### config.mk
export PLATFORM = sky130hd
export DESIGN_NAME = mips_muldiv_flat
export DESIGN_NICKNAME = d
export VERILOG_FILES = /design/src/rtl/mips_muldiv_if.sv /design/src/rtl/mips_muldiv.sv /design/src/flat_wrapper.sv
export SDC_FILE = /design/constraint.sdc
export NUM_CORES = 1
export LEC_CHECK = 0
export BUFFER_PORTS_ARGS = -buffer_cell sky130_fd_sc_hd__buf_2
export CAP_MARGIN = 20
export CORE_MARGIN = 3
export CORE_UTILIZATION = 40
export DETAILED_ROUTE_END_ITERATION = 10
export PLACE_DENSITY_LB_ADDON = 0.3
export SETUP_SLACK_MARGIN = 0.02
export SLEW_MARGIN = 20
export SYNTH_ARGS = -nofsm -noshare
export SYNTH_HDL_FRONTEND = slang
export SYNTH_SLANG_ARGS = --single-unit
export TNS_END_PERCENT = 1
### constraint.sdc
create_clock -name clk -period 4.8 [get_ports clk]
set_input_delay 0.24 -clock clk [delete_from_list [all_inputs] [get_ports clk]]
set_output_delay 0.24 -clock clk [all_outputs]
set_load 0.01 [all_outputs]
### src/rtl/mips_muldiv_if.sv
// Request/result bundle for the multiply/divide unit.
// master drives start/op/operands; slave returns hi/lo/busy/done/div_by_zero.
interface mips_muldiv_if #(
  parameter int WIDTH = 32
);
  logic             start;
  logic [2:0]       op;
  logic [WIDTH-1:0] rs_data;
  logic [WIDTH-1:0] rt_data;
  logic [WIDTH-1:0] hi;
  logic [WIDTH-1:0] lo;
  logic             busy;
  logic             done;
  logic             div_by_zero;

  modport master (
    output start, op, rs_data, rt_data,
    input  hi, lo, busy, done, div_by_zero
  );

  modport slave (
    input  start, op, rs_data, rt_data,
    output hi, lo, busy, done, div_by_zero
  );
endinterface

### src/rtl/mips_muldiv.sv
// Iterative MULT/MULTU/DIV/DIVU (32 cycles + fix-up) and MTHI/MTLO; owns HI/LO.
// Ports: clk, rst_n (sync, active-low), bus (mips_muldiv_if.slave).
module mips_muldiv #(
  parameter int WIDTH = 32
) (
  input  logic          clk,
  input  logic          rst_n,
  mips_muldiv_if.slave  bus
);
  localparam int W = WIDTH;

  typedef enum logic [1:0] {
    IDLE, MUL, DIV, FIX
  } state_t;

  state_t         state_q, state_d;
  logic [5:0]     cnt_q, cnt_d;
  logic [2*W-1:0] prod_q, prod_d;
  logic [W-1:0]   opnd_q, opnd_d;
  logic [W-1:0]   rs_q, rs_d;
  logic           mul_q, mul_d;
  logic           sgn_q, sgn_d;
  logic           rsgn_q, rsgn_d;
  logic [W-1:0]   hi_q, hi_d;
  logic [W-1:0]   lo_q, lo_d;
  logic           busy_q, busy_d;
  logic           done_q, done_d;
  logic           dbz_q, dbz_d;

  logic           is_md, is_mthi, is_mtlo;
  logic           is_signed;
  logic [W-1:0]   a_abs, b_abs;
  logic [W:0]     acc;
  logic [W:0]     shl;
  logic [W:0]     diff;
  logic [2*W-1:0] res;

  assign is_md   = ~bus.op[2];
  assign is_mthi = bus.op == 3'b100;
  assign is_mtlo = bus.op == 3'b101;

  always_comb begin
    state_d = state_q;
    cnt_d   = cnt_q;
    prod_d  = prod_q;
    opnd_d  = opnd_q;
    rs_d    = rs_q;
    mul_d   = mul_q;
    sgn_d   = sgn_q;
    rsgn_d  = rsgn_q;
    hi_d    = hi_q;
    lo_d    = lo_q;
    busy_d  = busy_q;
    done_d  = 1'b0;
    dbz_d   = 1'b0;

    is_signed = ~bus.op[0];
    a_abs = (is_signed && bus.rs_data[W-1])
          ? -bus.rs_data : bus.rs_data;
    b_abs = (is_signed && bus.rt_data[W-1])
          ? -bus.rt_data : bus.rt_data;

    // multiply: add multiplicand into the upper half, carry kept
    acc = {1'b0, prod_q[2*W-1:W]}
        + (prod_q[0] ? {1'b0, opnd_q} : '0);
    // divide: upper half is the remainder, lower half the
    // dividend shifting out / quotient shifting in
    shl  = prod_q[2*W-1:W-1];
    diff = shl - {1'b0, opnd_q};
    res  = sgn_q ? -prod_q : prod_q;

    unique case (state_q)
      IDLE: begin
        if (bus.start) begin
          unique case (1'b1)
            is_md: begin
              prod_d  = {{W{1'b0}}, a_abs};
              opnd_d  = b_abs;
              rs_d    = bus.rs_data;
              mul_d   = ~bus.op[1];
              sgn_d   = is_signed &
                        (bus.rs_data[W-1] ^ bus.rt_data[W-1]);
              rsgn_d  = is_signed & bus.rs_data[W-1];
              cnt_d   = '0;
              busy_d  = 1'b1;
              state_d = bus.op[1] ? DIV : MUL;
            end
            is_mthi: begin
              hi_d   = bus.rs_data;
              done_d = 1'b1;
            end
            is_mtlo: begin
              lo_d   = bus.rs_data;
              done_d = 1'b1;
            end
            default: ;
          endcase
        end
      end
      MUL: begin
        prod_d = {acc, prod_q[W-1:1]};
        cnt_d  = cnt_q + 6'd1;
        if (cnt_q == 6'd31) state_d = FIX;
      end
      DIV: begin
        // diff[W] is the borrow: divisor did not fit
        prod_d = diff[W]
               ? {shl[W-1:0], prod_q[W-2:0], 1'b0}
               : {diff[W-1:0], prod_q[W-2:0], 1'b1};
        cnt_d  = cnt_q + 6'd1;
        if (cnt_q == 6'd31) state_d = FIX;
      end
      FIX: begin
        if (mul_q) begin
          {hi_d, lo_d} = res;
        end else if (opnd_q == '0) begin
          lo_d  = '1;
          hi_d  = rs_q;
          dbz_d = 1'b1;
        end else begin
          lo_d = res[W-1:0];
          hi_d = rsgn_q ? -prod_q[2*W-1:W]
                        : prod_q[2*W-1:W];
        end
        done_d  = 1'b1;
        busy_d  = 1'b0;
        state_d = IDLE;
      end
    endcase
  end

  always_ff @(posedge clk) begin
    if (!rst_n) begin
      state_q <= IDLE;
      cnt_q   <= '0;
      prod_q  <= '0;
      opnd_q  <= '0;
      rs_q    <= '0;
      mul_q   <= 1'b0;
      sgn_q   <= 1'b0;
      rsgn_q  <= 1'b0;
      hi_q    <= '0;
      lo_q    <= '0;
      busy_q  <= 1'b0;
      done_q  <= 1'b0;
      dbz_q   <= 1'b0;
    end else begin
      state_q <= state_d;
      cnt_q   <= cnt_d;
      prod_q  <= prod_d;
      opnd_q  <= opnd_d;
      rs_q    <= rs_d;
      mul_q   <= mul_d;
      sgn_q   <= sgn_d;
      rsgn_q  <= rsgn_d;
      hi_q    <= hi_d;
      lo_q    <= lo_d;
      busy_q  <= busy_d;
      done_q  <= done_d;
      dbz_q   <= dbz_d;
    end
  end

  assign bus.hi          = hi_q;
  assign bus.lo          = lo_q;
  assign bus.busy        = busy_q;
  assign bus.done        = done_q;
  assign bus.div_by_zero = dbz_q;
endmodule

### src/flat_wrapper.sv
// flat-port wrapper written by rule: the top's interface ports become plain ports
module mips_muldiv_flat 
#(
  parameter int WIDTH = 32
)
  (clk, rst_n, bus_start, bus_op, bus_rs_data, bus_rt_data, bus_hi, bus_lo, bus_busy, bus_done, bus_div_by_zero);
  mips_muldiv_if #(.WIDTH(WIDTH)) bus_i ();
  input  logic clk;
  input  logic rst_n;
  input wire logic [$bits(bus_i.start)-1:0] bus_start;
  input wire logic [$bits(bus_i.op)-1:0] bus_op;
  input wire logic [$bits(bus_i.rs_data)-1:0] bus_rs_data;
  input wire logic [$bits(bus_i.rt_data)-1:0] bus_rt_data;
  output wire logic [$bits(bus_i.hi)-1:0] bus_hi;
  output wire logic [$bits(bus_i.lo)-1:0] bus_lo;
  output wire logic [$bits(bus_i.busy)-1:0] bus_busy;
  output wire logic [$bits(bus_i.done)-1:0] bus_done;
  output wire logic [$bits(bus_i.div_by_zero)-1:0] bus_div_by_zero;
  assign bus_i.start = bus_start;
  assign bus_i.op = bus_op;
  assign bus_i.rs_data = bus_rs_data;
  assign bus_i.rt_data = bus_rt_data;
  assign bus_hi = bus_i.hi;
  assign bus_lo = bus_i.lo;
  assign bus_busy = bus_i.busy;
  assign bus_done = bus_i.done;
  assign bus_div_by_zero = bus_i.div_by_zero;
  mips_muldiv #(.WIDTH(WIDTH)) u_core (.clk(clk), .rst_n(rst_n), .bus(bus_i));
endmodule
# Word-level counts from Yosys, hierarchy flattened
# Cells that the tools add are included.
# W data, S select, Z words.
[totals]
ramBits = 0
register_bits = 206
rom_bits = 0
out_inout_bits = 67
mem_count = 0
latch_bits = 0
word_cells = 90
inputBits = 70
[op_classes]
mul = 0
div_mod_pow = 0
bitwise_logic = 8
n_lt_le_gt_ge = 0
n_mux = 34
eq_ne = 11
n_addsub = 7
n_reduce_logical = 17
shifts = 0
[ops]
columns = ["operator", "n"]
rows = [
  ["$mux W32", 12],
  ["$mux W64", 4],
  ["$pmux W64 S3", 1],
  ["$pmux W32 S2", 2],
  ["$neg A32 Y32", 3],
  ["$neg A64 Y64", 1],
  ["$add A32 B33 Y33", 1],
  ["$sub A33 B32 Y33", 1],
  ["$logic_not A32 Y1", 1],
  ["$reduce_and A3 Y1", 7],
  ["$mux W6", 2],
  ["$pmux W6 S2", 1],
  ["$mux W2", 4],
  ["$add A6 B1 Y6 const B", 1],
  ["$eq A3 B3 Y1 const B", 2],
  ["$eq A6 B5 Y1 const B", 1],
  ["$ne A2 B1 Y1 const B", 3],
  ["$pmux W2 S3", 1],
  ["$mux W1", 5],
  ["$not A1 Y1", 5],
  ["$eq A2 B2 Y1 const B", 2],
  ["$ne A2 B2 Y1 const B", 2],
  ["$pmux W1 S2", 2],
  ["$reduce_bool A2 Y1", 2],
  ["8 further kinds", 11],
]

# Depth between registers and ports, before layout
[logic_depth]
ltp_word = 6
mapped_depth = 16
ltp_nobuf = 13

# Least setup slack after synthesis
# Ideal clock, no wire load.
[synth_timing]
path_kind = "reg-to-reg"
startpoint = "register u_core.prod_q[31]"
endpoint = "register u_core.prod_q[58]"
path_slack_ns = 1.420
required_ns = 4.669
n_path_buf = 3
synth_period_minus_slack_ns = 3.380
setup_ns = 0.131
t_arrival_ns = 3.249
path_stages_with_launch = 17
path_cell_list = "dfxtp_1 clkbuf_1 inv_1 ha_1 inv_1 fa_1 a211oi_1 o211ai_1 nand3b_1 a21oi_1 a31oi_1 xnor2_1 clkbuf_1 buf_1 nor2_1 a221oi_1 o21ai_0"
[synth_via]
elab_chain_len = 3
[synth_lines]
columns = ["element", "line_no", "source"]
rows = [
  ["start: declaration", "mips_muldiv.sv:18", "logic [2*W-1:0] prod_q, prod_d;"],
  ["start signal: assignment", "mips_muldiv.sv:150", "prod_q <= prod_d;"],
  ["$sub A33 B32 Y33", "mips_muldiv.sv:69", "diff = shl - {1'b0, opnd_q};"],
  ["$mux W64", "mips_muldiv.sv:108", "? {shl[W-1:0], prod_q[W-2:0], 1'b0}"],
  ["$pmux W64 S3", "mips_muldiv.sv:72", "unique case (state_q)"],
]
# Every way passes these cells.
# A chain may end at the register's enable or synchronous reset.

# Worst setup path after layout
[layout_timing]
startpoint = "register u_core.prod_q[0]"
endpoint = "register u_core.prod_q[63]"
[layout_via]
elab_chain_len = 3
[layout_lines]
columns = ["element", "line_no", "source"]
rows = [
  ["$mux W32", "mips_muldiv.sv:65", "+ (prod_q[0] ? {1'b0, opnd_q} : '0);"],
  ["$add A32 B33 Y33", "mips_muldiv.sv:65", ""],
  ["$pmux W64 S3", "mips_muldiv.sv:72", ""],
]
# Every way passes these cells.

==> results.json <==
{
  "status": "complete, no violations",
  "ant_nets": 0,
  "rrSetupSlack_ns": 0.70,
  "cts_tree": "done",
  "rr_startpoint": "u_core.prod_q[0]",
  "slowest_stage": "a221oi_1",
  "finalPower_w": 0.00733,
  "cts_buffers": 25,
  "crit_chain": "clkinv_1 > buf_4 > nor2_1 > ha_1 > a21oi_1 > o21a_1 > nor2_1 > a2111oi_0 > o21ai_0 > a221oi_1 > o21ai_0 > a41oi_1 > o21ai_0",
  "dpl.hpwl_microns": 44500,
  "first_pass_iters": 6,
  "antenna_found_initial": 1,
  "path_clk_slew_ns": 0.06,
  "pre_cts_slack_ns": 0.859,
  "io_buffers": 136,
  "slew_headroom": 0.295,
  "coreArea_sq_um": 40000,
  "critPathRequiredTime_ns": 5.22,
  "gp_congestion": 0.955,
  "min_path_type": "in2reg",
  "ctsLongestPathBuffers": 3,
  "avgRoutedWirePerCell_microns": 21.7,
  "mostFrequentLayoutCell": "nand2_1",
  "finClkSkew_ns": 0.0233,
  "synth-edff-count": 0,
  "io_pins": 137,
  "dieArea_sq_um": 43200,
  "setup_viol": 0,
  "routed_via_density": 6.25,
  "start_util": 0.407,
  "yosys-top-cells-area": "dfxtp_1 (25%), a21oi_1 (7.0%), nand2_1 (6.7%), ha_1 (5.6%), xnor2_1 (5.3%)",
  "postCtsSetupRepairBufs": 0,
  "drv_cap": 0,
  "powerDensity_nw_per_um2": 400,
  "whs_endpoint": "u_core.rs_q[8]",
  "hold_violations": 0,
  "async_flop_share": 0,
  "gr-usage-all-layers": 0.268,
  "drc_errors": 0,
  "synth.top_cell.area_share": 0.253,
  "die_x_microns": 208,
  "num_vias": 17600,
  "critPathArrivalTime_ns": 4.52,
  "worstHoldStart": "bus_rs_data[8]",
  "syn_inst": 2235,
  "syn_to_final_growth_pct": 12.5,
  "ys_seq_elements": 206,
  "worst_path_largest_cell_delay_ns": 0.57,
  "die_y_microns": 208,
  "finalNetCount": 2422,
  "worst_slack_ns": 0.699,
  "path_buf_inv": 2,
  "worst_pin_slew_ns": 1.05,
  "end_kind": "flip-flop",
  "placementRows": 73,
  "reg2reg_depth": 13,
  "drive_gt1_frac": 0.123,
  "worst_hold_slack_ns": 0.0171,
  "max_freq_mhz": 244,
  "synth_fp_nets": 2380,
  "finalWirelength_microns": 61100,
  "synth_area_leader_cell": "dfxtp_1",
  "min_path_cells": 3,
  "cts_sinks": 206,
  "grt_pass1_wl_microns": 94700,
  "grt_remaining_overflow": 0,
  "fin_setup_tns_ns": 0,
  "timing.rr.end": "u_core.prod_q[63]",
  "worstSetupPathType": "reg2reg",
  "synthesis.area_sq_um": 16300,
  "start_kind": "flip-flop",
  "fin_crit_ns": 4.10,
  "synthDistinctLibCells": 78,
  "cpLargestDelayFamily": "compound AO/OA/AOI/OAI gates",
  "yosysSeqAreaShare": 0.253,
  "p_leak_nw": 7.00,
  "cts_root_buf": "clkbuf_16",
  "yosysWarnings": 0,
  "first_global_vias": 16300,
  "period_share": 0.854,
  "drt_iter0_drc": 1781,
  "antenna_cells": 0,
  "cpMostUsedCell": "o21ai_0",
  "yosys_most_used_dff": "dfxtp_1",
  "grt_max_degree": 70,
  "power.ir.vdd_worst_mv": 0.267,
  "h-tree-depth": 1,
  "nFillCells": 4028,
  "clock_latency_ns": 0.55,
  "path_max_fanout": 26,
  "syn_area_per_cell_sq_um": 7.28,
  "layout_common_cells": "nand2_1 (290), a21oi_1 (229), dfxtp_1 (205), nor2_1 (180), o21ai_0 (141)",
  "maxSlewViolCount": 0,
  "rsz0062_at_grt": "no"
}
-- worst min-delay path: stages --
cell and delay, ns:
buf_2 0.14, nand2_1 0.07, a21oi_1 0.06
-- state kept, by name, summed over array words and instances, names as in the netlist --
| register | flops |
|---|---|
| u_core.prod_q | 64 |
| u_core.bus.hi | 32 |
| u_core.opnd_q | 32 |
| u_core.cnt_q | 6 |
| u_core.bus.done | 1 |
| u_core.bus.div_by_zero | 1 |
| u_core.state_q | 2 |
| u_core.bus.lo | 32 |
| u_core.mul_q | 1 |
| u_core.rsgn_q | 1 |
| u_core.sgn_q | 1 |
| u_core.rs_q | 32 |
| u_core.bus.busy | 1 |
-- kinds of logic (layout without fill, tap and decap cells) --
family | Yosys count | count (layout) | share of synthesized area
simple gates | 774 | 774 | 0.226
compound gates | 746 | 746 | 0.300
buf+inv | 240 | 301 | 0.0563
flops | 206 | 206 | 0.253
xor+xnor | 174 | 174 | 0.0936
fa+ha+maj | 75 | 75 | 0.0586
mux | 20 | 20 | 0.0126
-- worst max path at each step --
stage	from	endpoint	slack, ns	cells after the start
global route	u_core.prod_q[0]	u_core.prod_q[63]	0.37	13
CTS	u_core.prod_q[0]	u_core.prod_q[63]	0.80	13
detailed placement	u_core.prod_q[31]	u_core.prod_q[40]	0.86	14
global placement	u_core.prod_q[31]	u_core.prod_q[40]	0.83	14
finish	u_core.prod_q[0]	u_core.prod_q[63]	0.70	13
floorplan	u_core.prod_q[31]	u_core.prod_q[58]	1.42	16
-- cell usage after synthesis (9+ instances only) --
master    number
or3_1         28
nand4_1       23
nand3b_1      23
nand2_1      291
buf_1         16
and2_1        10
o211ai_1      44
o21ai_1        9
mux2i_1       16
o221a_2       27
nand2b_1      26
or4_1         15
nor2_1       182
xnor2_1       99
nor4_1        24
a221oi_1      15
a221o_1       10
a21oi_1      229
clkbuf_1     158
o41ai_1        9
a211oi_1      41
inv_1         57
a31oi_1       23
ha_1          73
nor2b_1       13
o22ai_1       11
a21o_1        29
o21ai_0      141
a22oi_1       48
xor2_1        75
a311oi_1      21
nand3_1       42
nor3_1        52
dfxtp_1      206
o31ai_1       34
-- through the flow --
stage                util  area, sq um  cells
floorplan               -        16300   2235
global placement    0.432        17300   2757
detailed placement  0.432        17300   2757
CTS                 0.457        18300   2820
global route        0.458        18300   2821
finish              0.458        18300   2821
-- timing repair --
action / CTS / global route
gates resized for setup: 0 / 0
endpoints found under the hold margin: 17 / 0
hold buffers: 17 / 0
-- layout make-up --
| class | count | area [sq um] | area share |
|---|---|---|---|
| clock buffers | 34 | 689 | 0.0376 |
| multi-input cells | 1789 | 11300 | 0.616 |
| repair buffers | 196 | 1190 | 0.0647 |
| clock inverters | 12 | 151 | 0.00826 |
| flip-flops and latches | 206 | 4130 | 0.225 |
| well taps | 525 | 657 | 0.0359 |
| inverters | 59 | 224 | 0.0122 |
-- power by group --
| part | internal, W | switching, W | leakage, nW |
|---|---|---|---|
| Combinational | 0.000989 | 0.00205 | 4.92 |
| Sequential | 0.00196 | 0.000355 | 1.68 |
| Clock | 0.00117 | 0.000814 | 0.396 |
-- metal layers --
metal | part of all wire | wire [microns] | vias to the layer above | global-route usage
li1 | - | - | 8257 | -
met1 | 0.43 | 26000 | 8320 | 0.369
met2 | 0.44 | 26800 | 880 | 0.421
met3 | 0.090 | 5500 | 168 | 0.0450
met4 | 0.046 | 2800 | 0 | 0.100
met5 | 0 | 0 | - | 0
(Power assumes the default switching activity.)
